===== src/rtl/a3_regbank_pkg.sv =====
// rtl/a3_regbank_pkg.sv - shared types and sizes for the register bank read port
package a3_regbank_pkg;

  localparam int A3_NREGS     = 64;
  localparam int A3_SEL_W     = $clog2(A3_NREGS);
  localparam int A3_XLEN      = 64;
  localparam int A3_RSP_DEPTH = 2;

  typedef logic [A3_SEL_W-1:0] reg_sel_t;
  typedef logic [A3_XLEN-1:0]  reg_val_t;

  typedef struct packed {
    reg_sel_t sel;
    reg_val_t data;
  } rd_rsp_t;

  function automatic logic sel_hit(input logic we, input reg_sel_t a, input reg_sel_t b);
    return we && (a == b);
  endfunction

endpackage


===== src/rtl/regrd_fifo.sv =====
// rtl/regrd_fifo.sv - in-order response queue for the register read port
module regrd_fifo
  import a3_regbank_pkg::*;
#(
  parameter int  DEPTH = A3_RSP_DEPTH,
  parameter type T     = rd_rsp_t,
  localparam int PTR_W = (DEPTH > 1) ? $clog2(DEPTH) : 1,
  localparam int CNT_W = $clog2(DEPTH + 1)
) (
  input  logic             clk,
  input  logic             rst_n,
  input  logic             i_push,
  input  T                 i_push_data,
  input  logic             i_pop,
  output T                 o_pop_data,
  output logic             o_full,
  output logic             o_empty,
  output logic [CNT_W-1:0] o_count
);

  T                 r_mem [DEPTH];
  logic [PTR_W-1:0] r_wptr;
  logic [PTR_W-1:0] r_rptr;
  logic [CNT_W-1:0] r_count;

  // Pointers wrap at DEPTH so non-power-of-two depths stay correct.
  function automatic logic [PTR_W-1:0] ptr_inc(input logic [PTR_W-1:0] p);
    return (p == PTR_W'(DEPTH - 1)) ? '0 : p + 1'b1;
  endfunction

  always_ff @(posedge clk or negedge rst_n) begin
    if (!rst_n) begin
      r_wptr  <= '0;
      r_rptr  <= '0;
      r_count <= '0;
      for (int i = 0; i < DEPTH; i++) begin
        r_mem[i] <= '0;
      end
    end else begin
      if (i_push) begin
        r_mem[r_wptr] <= i_push_data;
        r_wptr        <= ptr_inc(r_wptr);
      end
      if (i_pop) begin
        r_rptr <= ptr_inc(r_rptr);
      end
      if (i_push && !i_pop) begin
        r_count <= r_count + 1'b1;
      end else if (i_pop && !i_push) begin
        r_count <= r_count - 1'b1;
      end
    end
  end

  assign o_pop_data = r_mem[r_rptr];
  assign o_empty    = (r_count == '0);
  assign o_full     = (r_count == CNT_W'(DEPTH));
  assign o_count    = r_count;

  a_no_overflow: assert property (@(posedge clk) disable iff (!rst_n)
    !(i_push && o_full && !i_pop));

  a_no_underflow: assert property (@(posedge clk) disable iff (!rst_n)
    !(i_pop && o_empty));

endmodule


===== src/rtl/regbank_rdport.sv =====
// rtl/regbank_rdport.sv - register bank read port: S2 stage, write snoop, credit flow control
// Optional write-to-read forwarding is enabled by defining A3_REGRD_BYPASS_EN.
module regbank_rdport
  import a3_regbank_pkg::*;
#(
  parameter int  SEL_W     = A3_SEL_W,
  parameter int  XLEN      = A3_XLEN,
  parameter int  RSP_DEPTH = A3_RSP_DEPTH,
  localparam int PEND_W    = $clog2(RSP_DEPTH + 1)
) (
  input  logic              clk,
  input  logic              reset,
  input  logic              rd_req_valid,
  output logic              rd_req_ready,
  input  logic [SEL_W-1:0]  rd_req_sel,
  output logic [SEL_W-1:0]  rf_rd_sel,
  input  logic [XLEN-1:0]   rf_rd_data,
  input  logic              wr_we,
  input  logic [SEL_W-1:0]  wr_sel,
  input  logic [XLEN-1:0]   wr_val,
  output logic              rd_rsp_valid,
  input  logic              rd_rsp_ready,
  output logic [SEL_W-1:0]  rd_rsp_sel,
  output logic [XLEN-1:0]   rd_rsp_data,
  output logic [PEND_W-1:0] rd_pending
);

  logic              w_accept;
  logic              w_pop;
  logic              w_wr_hit;
  logic              w_credit_ok;
  logic              w_fifo_full;
  logic              w_fifo_empty;
  logic [PEND_W-1:0] w_fifo_count;
  logic [XLEN-1:0]   w_s2_data;
  rd_rsp_t           w_push_rsp;
  rd_rsp_t           w_head_rsp;

  logic              r_s2_valid;
  logic [SEL_W-1:0]  r_s2_sel;
  logic [PEND_W-1:0] r_pending;

  assign rf_rd_sel = rd_req_sel;
  assign w_wr_hit  = sel_hit(wr_we, wr_sel, rd_req_sel);
  assign w_pop     = !w_fifo_empty && rd_rsp_ready;

  // r_pending counts the S2 read plus queued responses; a pop this cycle returns its slot now.
  assign w_credit_ok = (r_pending < PEND_W'(RSP_DEPTH)) || w_pop;

`ifdef A3_REGRD_BYPASS_EN
  assign rd_req_ready = reset && w_credit_ok;
`else
  assign rd_req_ready = reset && w_credit_ok && !w_wr_hit;
`endif

  assign w_accept = rd_req_valid && rd_req_ready;

  always_ff @(posedge clk or negedge reset) begin
    if (!reset) begin
      r_s2_valid <= 1'b0;
      r_s2_sel   <= '0;
    end else begin
      r_s2_valid <= w_accept;
      if (w_accept) begin
        r_s2_sel <= rd_req_sel;
      end
    end
  end

`ifdef A3_REGRD_BYPASS_EN
  logic            r_s2_byp;
  logic [XLEN-1:0] r_s2_byp_val;

  // The array returns the pre-write value on a same-cycle collision, so keep the written value.
  always_ff @(posedge clk or negedge reset) begin
    if (!reset) begin
      r_s2_byp     <= 1'b0;
      r_s2_byp_val <= '0;
    end else if (w_accept) begin
      r_s2_byp     <= w_wr_hit;
      r_s2_byp_val <= wr_val;
    end
  end

  assign w_s2_data = r_s2_byp ? r_s2_byp_val : rf_rd_data;
`else
  logic w_unused_wr_val;

  assign w_unused_wr_val = ^wr_val;
  assign w_s2_data       = rf_rd_data;
`endif

  assign w_push_rsp.sel  = r_s2_sel;
  assign w_push_rsp.data = w_s2_data;

  regrd_fifo #(
    .DEPTH (RSP_DEPTH),
    .T     (rd_rsp_t)
  ) u_rsp_fifo (
    .clk         (clk),
    .rst_n       (reset),
    .i_push      (r_s2_valid),
    .i_push_data (w_push_rsp),
    .i_pop       (w_pop),
    .o_pop_data  (w_head_rsp),
    .o_full      (w_fifo_full),
    .o_empty     (w_fifo_empty),
    .o_count     (w_fifo_count)
  );

  assign rd_rsp_valid = !w_fifo_empty;
  assign rd_rsp_sel   = w_head_rsp.sel;
  assign rd_rsp_data  = w_head_rsp.data;

  always_ff @(posedge clk or negedge reset) begin
    if (!reset) begin
      r_pending <= '0;
    end else if (w_accept && !w_pop) begin
      r_pending <= r_pending + 1'b1;
    end else if (w_pop && !w_accept) begin
      r_pending <= r_pending - 1'b1;
    end
  end

  assign rd_pending = r_pending;

  a_pending_tracks_pipe: assert property (@(posedge clk) disable iff (!reset)
    r_pending == PEND_W'(r_s2_valid) + w_fifo_count);

  a_push_has_room: assert property (@(posedge clk) disable iff (!reset)
    !(r_s2_valid && w_fifo_full && !w_pop));

endmodule

===== config.mk =====
export PLATFORM = sky130hd
export DESIGN_NAME = regbank_rdport
export DESIGN_NICKNAME = d
export VERILOG_FILES = /design/src/rtl/a3_regbank_pkg.sv /design/src/rtl/regrd_fifo.sv /design/src/rtl/regbank_rdport.sv
export SDC_FILE = /design/constraint.sdc
export NUM_CORES = 1
export LEC_CHECK = 0
export ABC_AREA = 1
export CAP_MARGIN = 20
export CORE_ASPECT_RATIO = 1.25
export CORE_MARGIN = 2
export CORE_UTILIZATION = 50
export CTS_CLUSTER_DIAMETER = 120
export CTS_CLUSTER_SIZE = 30
export DETAILED_ROUTE_END_ITERATION = 12
export PLACE_DENSITY = 0.91
export SYNTH_ARGS = -nofsm -noshare
export SYNTH_HDL_FRONTEND = slang
export SYNTH_SLANG_ARGS = --single-unit

===== constraint.sdc =====
create_clock -name clk -period 4.78 [get_ports clk]
set_clock_uncertainty 0.05 [all_clocks]
set_input_delay 0.717 -clock clk [delete_from_list [all_inputs] [get_ports clk]]
set_output_delay 0.717 -clock clk [all_outputs]
set_load 0.01 [all_outputs]

Word-level counts from Yosys, hierarchy flattened
Cells that the tools add are included.
{ "word_totals": {"regBits": 153, "input_bits": 145, "wordCells": 54} }
{ "op_classes": {"n_addsub": 6, "order_cmp": 4, "n_eq_ne": 1, "mux": 12, "bitwise_logic": 2, "n_reduce_logical": 19} }
{ "ops": {"columns": ["op", "n"], "rows": [
  ["2-to-1 mux 70 bit", 4],
  ["bitwise mux 140 bit", 1],
  ["demux 70 bit (select 1 bit)", 1],
  ["logical AND 1 bit", 10],
  ["2-to-1 mux 2 bit", 4],
  ["equality test 6 bit", 1],
  ["logical NOT 1 bit", 5],
  ["adder 2 x 1 -> 2 bit, second input constant", 2],
  ["greater-or-equal comparator 2 bit, second input constant", 2],
  ["inverter 1 -> 2 bit", 2],
  ["nonzero test 2 bit", 2],
  ["subtractor 2 x 1 -> 2 bit, second input constant", 2],
  ["adder 1 bit, second input constant", 2],
  ["logical NOT 2 bit", 1],
  ["less-than comparator 2 x 1 -> 1 bit, second input constant", 1],
  ["less-than comparator 2 bit, second input constant", 1],
  ["2-to-1 mux 1 bit", 2],
  ["logical OR 1 bit", 1]
]} }

Depth between registers and ports, before layout
Gate-level depths: netlist of run 1.
{ "logic_depth": {"word_depth": 11, "depth_mapped": 13, "mapped_depth_nobuf": 13} }

Modules after synthesis
A second synthesis of run 1 with hierarchy kept.
{ "hier_totals": {"cells_unflattened": 704, "hier_area_um2": 6920.4} }
{ "modules_own_cells": {"columns": ["module", "n_inst", "cells_per_inst", "area_per_inst_um2", "seq_area_each_um2"], "rows": [
  ["regrd_fifo", 1, 624, 6319.8, 3603.5],
  ["regbank_rdport", 1, 80, 600.6, 225.2]
]} }

Worst setup path before layout of run 1
No wires, ideal clock.
{ "synth_timing": {"path_kind": "input port to flip-flop", "from": "in wr_sel[5]", "to": "reg r_pending[1], in the netlist rd_pending[1]", "setup_time_ps": 128, "arrival_time_ps": 1993, "t_required_ps": 4602, "setup_slack_ps": 2608, "stages": 11, "path_cell_list": "inv_1 a21boi_0 nand2_1 nor2_1 nand2_1 nand3_4 inv_1 ha_1 a21oi_1 o21ai_0 xnor2_1"} }
{ "synth_between": {"elab_chain_len": 8, "word_cells_on_any_way": 10} }
{ "synth_lines": {"columns": ["item", "line", "rtl"], "rows": [
  ["start: declaration", "regbank_rdport.sv:19", "input logic [SEL_W-1:0] wr_sel,"],
  ["equality test 6 bit *", "a3_regbank_pkg.sv:18", "return we && (a == b);"],
  ["logical AND 1 bit *", "a3_regbank_pkg.sv:18", null],
  ["logical NOT 1 bit *", "regbank_rdport.sv:53", "assign rd_req_ready = reset && w_credit_ok && !w_wr_hit;"],
  ["logical AND 1 bit *", "regbank_rdport.sv:53", null],
  ["logical AND 1 bit *", "regbank_rdport.sv:56", "assign w_accept = rd_req_valid && rd_req_ready;"],
  ["via w_accept", "regbank_rdport.sv:28", "logic w_accept;"],
  ["logical NOT 1 bit", "regbank_rdport.sv:120", "end else if (w_pop && !w_accept) begin"],
  ["logical AND 1 bit", "regbank_rdport.sv:120", null],
  ["nonzero test 2 bit (no line)", null, null],
  ["end signal: assignment", "regbank_rdport.sv:119", "r_pending <= r_pending + 1'b1;"],
  ["end signal: assignment", "regbank_rdport.sv:121", "r_pending <= r_pending - 1'b1;"],
  ["end: declaration", "regbank_rdport.sv:41", "logic [PEND_W-1:0] r_pending;"]
]} }
Mark *: on every way through the listed nets, which the timed path passes. The rest lies on a longest branch.
A chain may end at the register's enable or synchronous reset.

Worst setup path in the final report of run 1
{ "layout_timing": {"from": "in rd_req_sel[3]", "to": "out rd_req_ready"} }
{ "layout_between": {"elab_chain_len": 4} }
{ "layout_lines": {"columns": ["item", "line", "rtl"], "rows": [
  ["start: declaration", "regbank_rdport.sv:15", "input logic [SEL_W-1:0] rd_req_sel,"],
  ["equality test 6 bit", "a3_regbank_pkg.sv:18", null],
  ["logical AND 1 bit", "a3_regbank_pkg.sv:18", null],
  ["logical NOT 1 bit", "regbank_rdport.sv:53", null],
  ["logical AND 1 bit", "regbank_rdport.sv:53", null],
  ["end: declaration", "regbank_rdport.sv:14", "output logic rd_req_ready,"]
]} }
Every way passes these cells.

==> reports/summary.txt, run 1 <==
I/O pins = 225
footprint of the multi-input gates = 0.00243 mm²
Routed Antenna Nets = 0
crit path cell chain = clkdlybuf4s50_1 > inv_1 > nand2_1 > nand2_1 > inv_1 > nand2_1 > nor2_1 > nand2_1 > nand2_1 > inv_1 > clkdlybuf4s50_1
Detail Placement HPWL = 10000 µm
Routability Congestion = 0.797
WP buf/inv = 5
library cells used by synthesis = 24
crit path time final = 3.18 ns
required time of the worst setup path = 4.01 ns
max capacitance violation total = 0
Critical Path Start Type = primary input
Mapped Area = 0.00690 mm²
diode count = 0
first-pass GRT wire length = 25000 µm
gr usage total = 21.4%
post-cts sizing count = 0
synthesis-to-layout area growth = 31.1%
placed inst area = 0.00848 mm²
WL per Instance = 13.1 µm
syn nets = 990
Post-Layout Inst Area = 0.00904 mm²
initial drt markers = 442
crit-path max cell delay = 0.53 ns
Synthesis Warnings = 0
initial core utilization = 50.6%
TritonCTS clock tree = done
final hold violation count = 0
CP endpoint kind = primary output
vias in the first global route = 5520
clock sinks = 153
met3 wire len = 717 µm
setup TNS = 0 ns
RR Startpoint = r_s2_valid
Sequential Area = 0.00383 mm²
total number of vias = 5743
Cells on Worst Hold Path = 1
grt ovf = 0
cts bufs inserted = 17
I/O Buffers = 160
synthesized area per cell = 8.19 µm²
DR WL met2 = 7860 µm
Max Root-Sink Buffers = 2
largest net degree at the start of global routing = 79
share of post-route cells with drive strength above 1 = 6.86%
Critical Path Most Common Cell = nand2_1
outcome = complete, no violations
worst reg2reg path depth = 5
nets@finish = 1125
worst hold path class = reg2reg
RSZ-0062 raised after global routing = no
max-slew violations = 0
core area = 0.0136 mm²
Pre-Repair DR Iteration Count = 6
ratio of final minimum period to clock period = 66.6%
launch point of the worst path = rd_req_sel[3]
min-delay src = u_rsp_fifo.o_count[0]
most frequent cells in the layout = 381 x nand2_1, 159 x clkdlybuf4s50_1, 152 x dfrtp_1, 88 x inv_1, 73 x o21ai_0
CP max stage cell = clkdlybuf4s50_1
sequential fraction of the synthesis area = 55.5%
die height = 135 µm
P_leak = 0.00466 µW
maximum VDD drop = 424 µV
Vias/cell = 4.93
CP max FO = 8
commonest non-fill, non-tap cell in the layout = nand2_1
initial antenna violation count = 0
die width = 109 µm
DIE AREA = 0.0148 mm²
DRC viols = 0
Total Routed Length = 15300 µm
CP top delay family = buffers and inverters
number of cells on the critical path = 11
most common flop cell mapped by yosys = dfrtp_1
setup bufs post-CTS = 0
CTS H-Tree Depth = 4
row count = 48
highest routed layer = met4
# hold bufs at CTS = 0
Post-synth EDFFs = 0
Setup CP Type = in2out
Post-synth ARST share = 100%
Slew HR = 35.6%
Critical Path AT = 2.42 ns
Worst-Skew Late Latency = 0.41 ns
PD cells = 693 mW/mm²
Yosys reg bits = 153
Fmax = 314 MHz
Cells after Synth = 843
Clock Tree Root = clkbuf_16
clk slew on worst S/H paths = 0.06 ns
Filler cells = 1080
endpoints failing setup = 0
met1 wire length = 6330 µm
Worst-Margin Slew = 0.966 ns
[Yosys cell counts (3+ instances only)]
cell	number	share of area (%)
dfrtp_1	153	55
buf_4	6	0.65
nand4_1	6	0.54
o21ai_1	49	3.6
nand2_1	382	21
buf_2	8	0.58
o21ai_0	73	5.3
inv_1	88	4.8
o21ai_2	21	2.7
clkbuf_1	27	1.5
buf_6	9	1.5
xnor2_1	3	0.38
[flip-flops by register name, summed over array words and instances, names as in the netlist]
register and cells:
u_rsp_fifo.r_mem 140, r_s2_sel 6, u_rsp_fifo.o_count 2, u_rsp_fifo.r_wptr 1, u_rsp_fifo.r_rptr 1, rd_pending 2, r_s2_valid 1
[power by group]
group / switching, µW / internal [µW] / leakage [µW]
combinational: 1410 / 1330 / 0.00252
clock: 500 / 757 / 0.000264
sequential: 339 / 1930 / 0.00187
[worst register-to-register path: cells and delay by family, from the launching register on]
| kind | cells | cell delay, ns |
|---|---|---|
| compound gates | 1 | 0.11 |
| buf+inv | 2 | 0.71 |
| flops | 1 | 0.42 |
| simple gates | 2 | 0.62 |
[final timing paths]
path                                          to  slack [ns]
max                                 rd_req_ready        1.60
min                        u_rsp_fifo.o_count[0]        0.43
max reg2reg                 u_rsp_fifo.r_mem[90]        2.79
min reg2reg                u_rsp_fifo.o_count[0]        0.43
max in group asynchronous   u_rsp_fifo.r_mem[69]        2.66
min in group asynchronous  u_rsp_fifo.o_count[0]        0.46
[layout make-up]
class | count | share of cell area [%]
clock buffers | 22 | 5.24
well taps | 175 | 2.42
inverters | 89 | 3.69
repair buffers | 168 | 18.4
flip-flops and latches | 153 | 42.3
clock inverters | 10 | 1.05
multi-input cells | 549 | 26.9
[cell families after synthesis]
kind of cell | Yosys count | share of synthesized area [%]
adders and majority gates | 2 | 0.363
AOI/OAI and AO/OA | 147 | 12.0
buffers and inverters | 141 | 9.45
DFF | 153 | 55.5
and+or+nand+nor | 395 | 22.0
xor gates and xnor gates | 5 | 0.635
[routing by layer]
layer,vias up,global-route usage [%]
li1,2865,-
met5,-,0
met1,2680,26.1
met2,166,36.4
met3,32,4.18
met4,0,9.54
[stage by stage]
step	power [µW]	utilization, %	worst slack [ns]	instances	hold slack (ns)
after floorplan	3710	-	2.61	843	0.371
after global placement	4920	62.2	1.62	1134	0.404
after detailed placement	5030	62.2	1.61	1134	0.416
after CTS	6320	66.3	1.60	1166	0.427
after global routing	6720	66.3	1.44	1166	0.437
final	6260	66.3	1.60	1166	0.428
Note: power is estimated with default switching activity, not from simulation.
==> inputs of run 2 (changes only) <==
Settings changed: CORE_UTILIZATION 50 to 42, PLACE_DENSITY 0.91 to 0.82.
Clock period 4.78 ns to 2.9 ns, I/O delays scaled along.
==> run 2 against run 1 <==
- critical path type is now reg2out
- die area increased by 18%
- largest power group unchanged
- design area increased by 1.5%
- worst hold slack lost 0.34 ns
==> reports/summary.txt, run 2 (same netlist as run 1, synthesis figures left out) <==
clock sinks = 153
ratio of final minimum period to clock period = 95.0%
Min Hold Slack = 0.0831 ns
core area = 0.0161 mm²
RSZ-0062 raised after global routing = no
vias in the first global route = 5724
Fmax = 363 MHz
final hold violation count = 0
P_leak = 0.00472 µW
initial core utilization = 42.8%
worst slack, placed = 0.272 ns
clk slew on worst S/H paths = 0.06 ns
RR Startpoint = u_rsp_fifo.o_count[0]
Routability Congestion = 0.780
Total Routed Length = 16000 µm
I/O pins = 225
Filler cells = 1494
synthesis-to-layout area growth = 33.1%
CP max stage cell = dfrtp_2
Most Crowded Layer GR = met2
Largest register FFs = 140
largest net degree at the start of global routing = 154
outcome = complete, no violations
Pre-Repair DR Iteration Count = 7
worst reg2reg path depth = 11
TritonCTS clock tree = done
Worst-Margin Slew = 0.852 ns
Final WS setup = 0.145 ns
DIE AREA = 0.0175 mm²
commonest non-fill, non-tap cell in the layout = nand2_1
GR Layer Usage met2 = 32.0%
WP buf/inv = 2
CP top delay family = buffers and inverters
most frequent cells in the layout = 381 x nand2_1, 159 x clkdlybuf4s50_1, 152 x dfrtp_1, 88 x inv_1, 73 x o21ai_0
crit path to = rd_rsp_data[0]
initial antenna violation count = 0
launch point of the worst path = u_rsp_fifo.r_rptr
CP max FO = 31
die height = 147 µm
Max Root-Sink Buffers = 2
total number of vias = 5694
R2R Path End = rd_pending[1]
Largest Register = u_rsp_fifo.r_mem
row count = 52
diode count = 0
endpoints failing setup = 0
cts bufs inserted = 17
met3 Use GR = 5.12%
biggest regs = u_rsp_fifo.r_mem: 140 flops, r_s2_sel: 6 flops
CTS H-Tree Depth = 4
initial drt markers = 374
first-pass GRT wire length = 27100 µm
maximum VDD drop = 474 µV
PD cells = 1150 mW/mm²
setup bufs post-CTS = 0
GR Util met1 = 23.0%
Critical Path Most Common Cell = nand2_1
WL per Instance = 13.2 µm
Critical Path Start Type = flip-flop
I/O Buffers = 160
post-cts sizing count = 0
die width = 119 µm
Clock Tree Root = clkbuf_16
number of cells on the critical path = 4
share of post-route cells with drive strength above 1 = 6.75%
crit path cell chain = buf_4 > nand2_1 > nand2_1 > clkdlybuf4s50_1
worst hold path class = in2async
max capacitance violation total = 0
Detail Placement HPWL = 10500 µm
setup TNS = 0 ns
Critical Path AT = 2.27 ns
grt ovf = 0
worst reg2reg setup slack = 0.90 ns
CP endpoint kind = primary output
DRC viols = 0
# hold bufs at CTS = 0
Routed Antenna Nets = 0
Setup CP Type = reg2out
nets@finish = 1126
Slew HR = 43.2%
Vias/cell = 4.71
Worst-Skew Late Latency = 0.42 ns
post-layout util = 56.9%
crit path time final = 2.76 ns
crit-path max cell delay = 0.65 ns
max-slew violations = 0
gr usage total = 19.2%
required time of the worst setup path = 2.41 ns
## run 2: changes by cell type in the layout (fill, tap and decap cells not counted)
cell        delta
clkinv_2       +2
bufinv_16      +2
clkinv_4       -2
buf_12         +4
buf_4          -3
clkinvlp_4     -4
clkbuf_1       +2
## run 2: metal layers
layer  up-vias  share of wire [%]
li1       2859                  -
met1      2658                 43
met2       143                 49
met3        34                4.4
met4         0                3.5
met5         -                  0
## run 2: cell type report
class,count,area [µm²],share of cell area [%]
clock buffers,24,482,5.25
clock inverters,8,118,1.28
inverters,89,334,3.64
multi-input cells,549,2430,26.5
flip-flops and latches,153,3830,41.7
well taps,216,270,2.94
repair buffers,169,1720,18.7
## run 2: how the worst min path moves through the flow
stage / startpoint / endpoint / slack (ns) / cells after the start
after floorplan: reset / r_s2_sel[0] / 0.09 / 0
after global placement: r_s2_sel[3] / r_s2_sel[3] / 0.40 / 2
after detailed placement: r_s2_sel[2] / r_s2_sel[2] / 0.41 / 2
after CTS: reset / u_rsp_fifo.r_mem[117] / 0.18 / 2
after global routing: reset / u_rsp_fifo.r_mem[123] / 0.20 / 2
final: reset / u_rsp_fifo.r_mem[139] / 0.08 / 2
## run 2: worst reg2reg max path, delay by kind of cell, from the launching register on
kind / cells / cell delay (ns)
DFF: 1 / 0.36
AOI/OAI and AO/OA: 3 / 0.41
and+or+nand+nor: 3 / 0.31
xor gates and xnor gates: 1 / 0.14
adders and majority gates: 1 / 0.25
buffers and inverters: 3 / 0.36
## run 2: where the power goes
part	internal (µW)	total [µW]	switching (µW)	leakage, µW
logic	2230	4510	2280	0.00255
registers	3170	3770	595	0.00187
clock network	1420	2240	821	0.000294
## run 2: metrics by stage
step / instances / power, µW / area [µm²]
2_1_floorplan: 843 / 6120 / 6900
3_3_place_gp: 1176 / 8190 / 8580
3_5_place_dp: 1176 / 8350 / 8580
4_1_cts: 1208 / 10600 / 9180
5_1_grt: 1208 / 11300 / 9180
6_report: 1208 / 10500 / 9180
==> inputs of run 3 (changes only) <==
Settings changed: CORE_UTILIZATION 42 to 39, MAX_ROUTING_LAYER set to met4, PLACE_DENSITY 0.82 to 0.77, TNS_END_PERCENT set to 1.
==> run 3 against run 2 <==
- design area increased by 0.94%
- clock power increased by 7%
- register-to-register slack improved by 0.02 ns
- critical path depth increased by 6
- global-route usage decreased by 1.3 points
- sequential power decreased by 2%
- via count decreased by 2.0%
- cell count increased by 0.66%
- die area increased by 7.5%
- first-iteration DRC count increased by 12%
- largest cell class unchanged
- largest power group unchanged
==> reports/summary.txt, run 3 (same netlist as run 1, synthesis figures left out) <==
initial drt markers = 418
grt ovf = 0
P_leak = 0.00475 µW
die height = 153 µm
first-pass GRT wire length = 25900 µm
crit path cell chain = clkdlybuf4s50_1 > inv_1 > nand2_1 > nand2_1 > nand2_1 > nor2_1 > nand2_1 > nand2_1 > inv_1 > clkdlybuf4s50_1
CP max FO = 8
required time of the worst setup path = 2.41 ns
setup TNS = 0 ns
initial antenna violation count = 0
RR Startpoint = u_rsp_fifo.o_count[0]
Critical Path Start Type = primary input
I/O Buffers = 160
DRC viols = 0
core area = 0.0174 mm²
CP max stage cell = clkdlybuf4s50_1
Setup CP Type = in2out
Largest register FFs = 140
initial core utilization = 39.7%
Fmax = 383 MHz
outcome = complete, no violations
Pre-Repair DR Iteration Count = 4
share of post-route cells with drive strength above 1 = 6.96%
RSZ-0062 raised after global routing = no
most frequent cells in the layout = 381 x nand2_1, 159 x clkdlybuf4s50_1, 152 x dfrtp_1, 88 x inv_1, 73 x o21ai_0
max capacitance violation total = 0
CP endpoint kind = primary output
gr usage total = 17.9%
Max Root-Sink Buffers = 2
crit-path max cell delay = 0.53 ns
Filler cells = 1617
Post-Layout Inst Area = 0.00927 mm²
Clock Tree Root = clkbuf_16
worst reg2reg path depth = 11
# hold bufs at CTS = 0
Vias/cell = 4.59
clk slew on worst S/H paths = 0.06 ns
synthesis-to-layout area growth = 34.3%
PD cells = 1150 mW/mm²
CTS H-Tree Depth = 4
vias in the first global route = 5445
I/O pins = 225
TritonCTS clock tree = done
Total Routed Length = 15200 µm
endpoints failing setup = 0
Slew HR = 40.9%
Worst-Margin Slew = 0.886 ns
Worst-Skew Late Latency = 0.41 ns
post-cts sizing count = 0
row count = 54
ratio of final minimum period to clock period = 90.1%
Critical Path Most Common Cell = nand2_1
DIE AREA = 0.0188 mm²
setup bufs post-CTS = 0
max-slew violations = 0
largest net degree at the start of global routing = 154
nets@finish = 1126
commonest non-fill, non-tap cell in the layout = nand2_1
final hold violation count = 0
WL per Instance = 12.5 µm
crit path time final = 2.61 ns
Critical Path AT = 2.13 ns
R2R Path End = rd_pending[1]
Detail Placement HPWL = 9880 µm
Min Hold Slack = 0.0338 ns
cts bufs inserted = 17
worst reg2reg setup slack = 0.92 ns
total number of vias = 5582
Routed Antenna Nets = 0
clock sinks = 153
diode count = 0
Routability Congestion = 0.738
Largest Register = u_rsp_fifo.r_mem
die width = 123 µm
worst hold path class = in2async
biggest regs = u_rsp_fifo.r_mem: 140 flops, r_s2_sel: 6 flops
placed inst area = 0.00862 mm²
maximum VDD drop = 482 µV
[run 3: cell type report]
type | instances | area (µm²) | share of cell area, %
Clock buffer | 25 | 515 | 5.56
Timing Repair Buffer | 169 | 1750 | 18.8
Inverter | 89 | 334 | 3.60
Tap cell | 224 | 280 | 3.02
Clock inverter | 7 | 135 | 1.46
Sequential cell | 153 | 3830 | 41.3
Multi-Input combinational cell | 549 | 2430 | 26.2
[run 3: worst max path at each step]
stage | from | to | slack (ns) | cells past startpoint
6_report | rd_req_sel[4] | rd_req_ready | 0.29 | 10
3_3_place_gp | rd_req_sel[4] | rd_req_ready | 0.27 | 10
2_1_floorplan | wr_sel[5] | rd_pending[1] | 1.01 | 11
5_1_grt | rd_req_sel[0] | rd_req_ready | 0.13 | 9
3_5_place_dp | rd_req_sel[1] | rd_req_ready | 0.28 | 10
4_1_cts | u_rsp_fifo.r_rptr | rd_rsp_data[63] | 0.27 | 5
[run 3: worst max-delay path: cells and delay by family]
family	cells	cell delay [ns]
buffers and inverters	4	1.18
AND/OR/NAND/NOR	6	0.51
[run 3: per-stage QoR]
| stage | total power [µW] | utilization, % | cells | worst slack, ns |
|---|---|---|---|---|
| final | 10700 | 53.4 | 1216 | 0.288 |
| after global routing | 11500 | 53.4 | 1216 | 0.134 |
| after CTS | 10800 | 53.4 | 1216 | 0.267 |
| after detailed placement | 8380 | 49.6 | 1184 | 0.278 |
| after global placement | 8260 | 49.6 | 1184 | 0.272 |
| after floorplan | 6120 | - | 843 | 1.01 |
[run 3: where the power goes]
part / switching (µW) / total (µW) / internal (µW) / leakage (µW)
combinational: 2300 / 4580 / 2270 / 0.00256
clock: 810 / 2390 / 1580 / 0.000323
sequential: 540 / 3710 / 3180 / 0.00187
[run 3: per-layer routing]
| metal | vias to the layer above | wire length [µm] | track usage (%) |
|---|---|---|---|
| met4 | 0 | 376 | 7.25 |
| met5 | - | 0 | - |
| met2 | 132 | 7510 | 28.6 |
| li1 | 2854 | - | - |
| met1 | 2573 | 6660 | 21.9 |
| met3 | 23 | 677 | 3.71 |
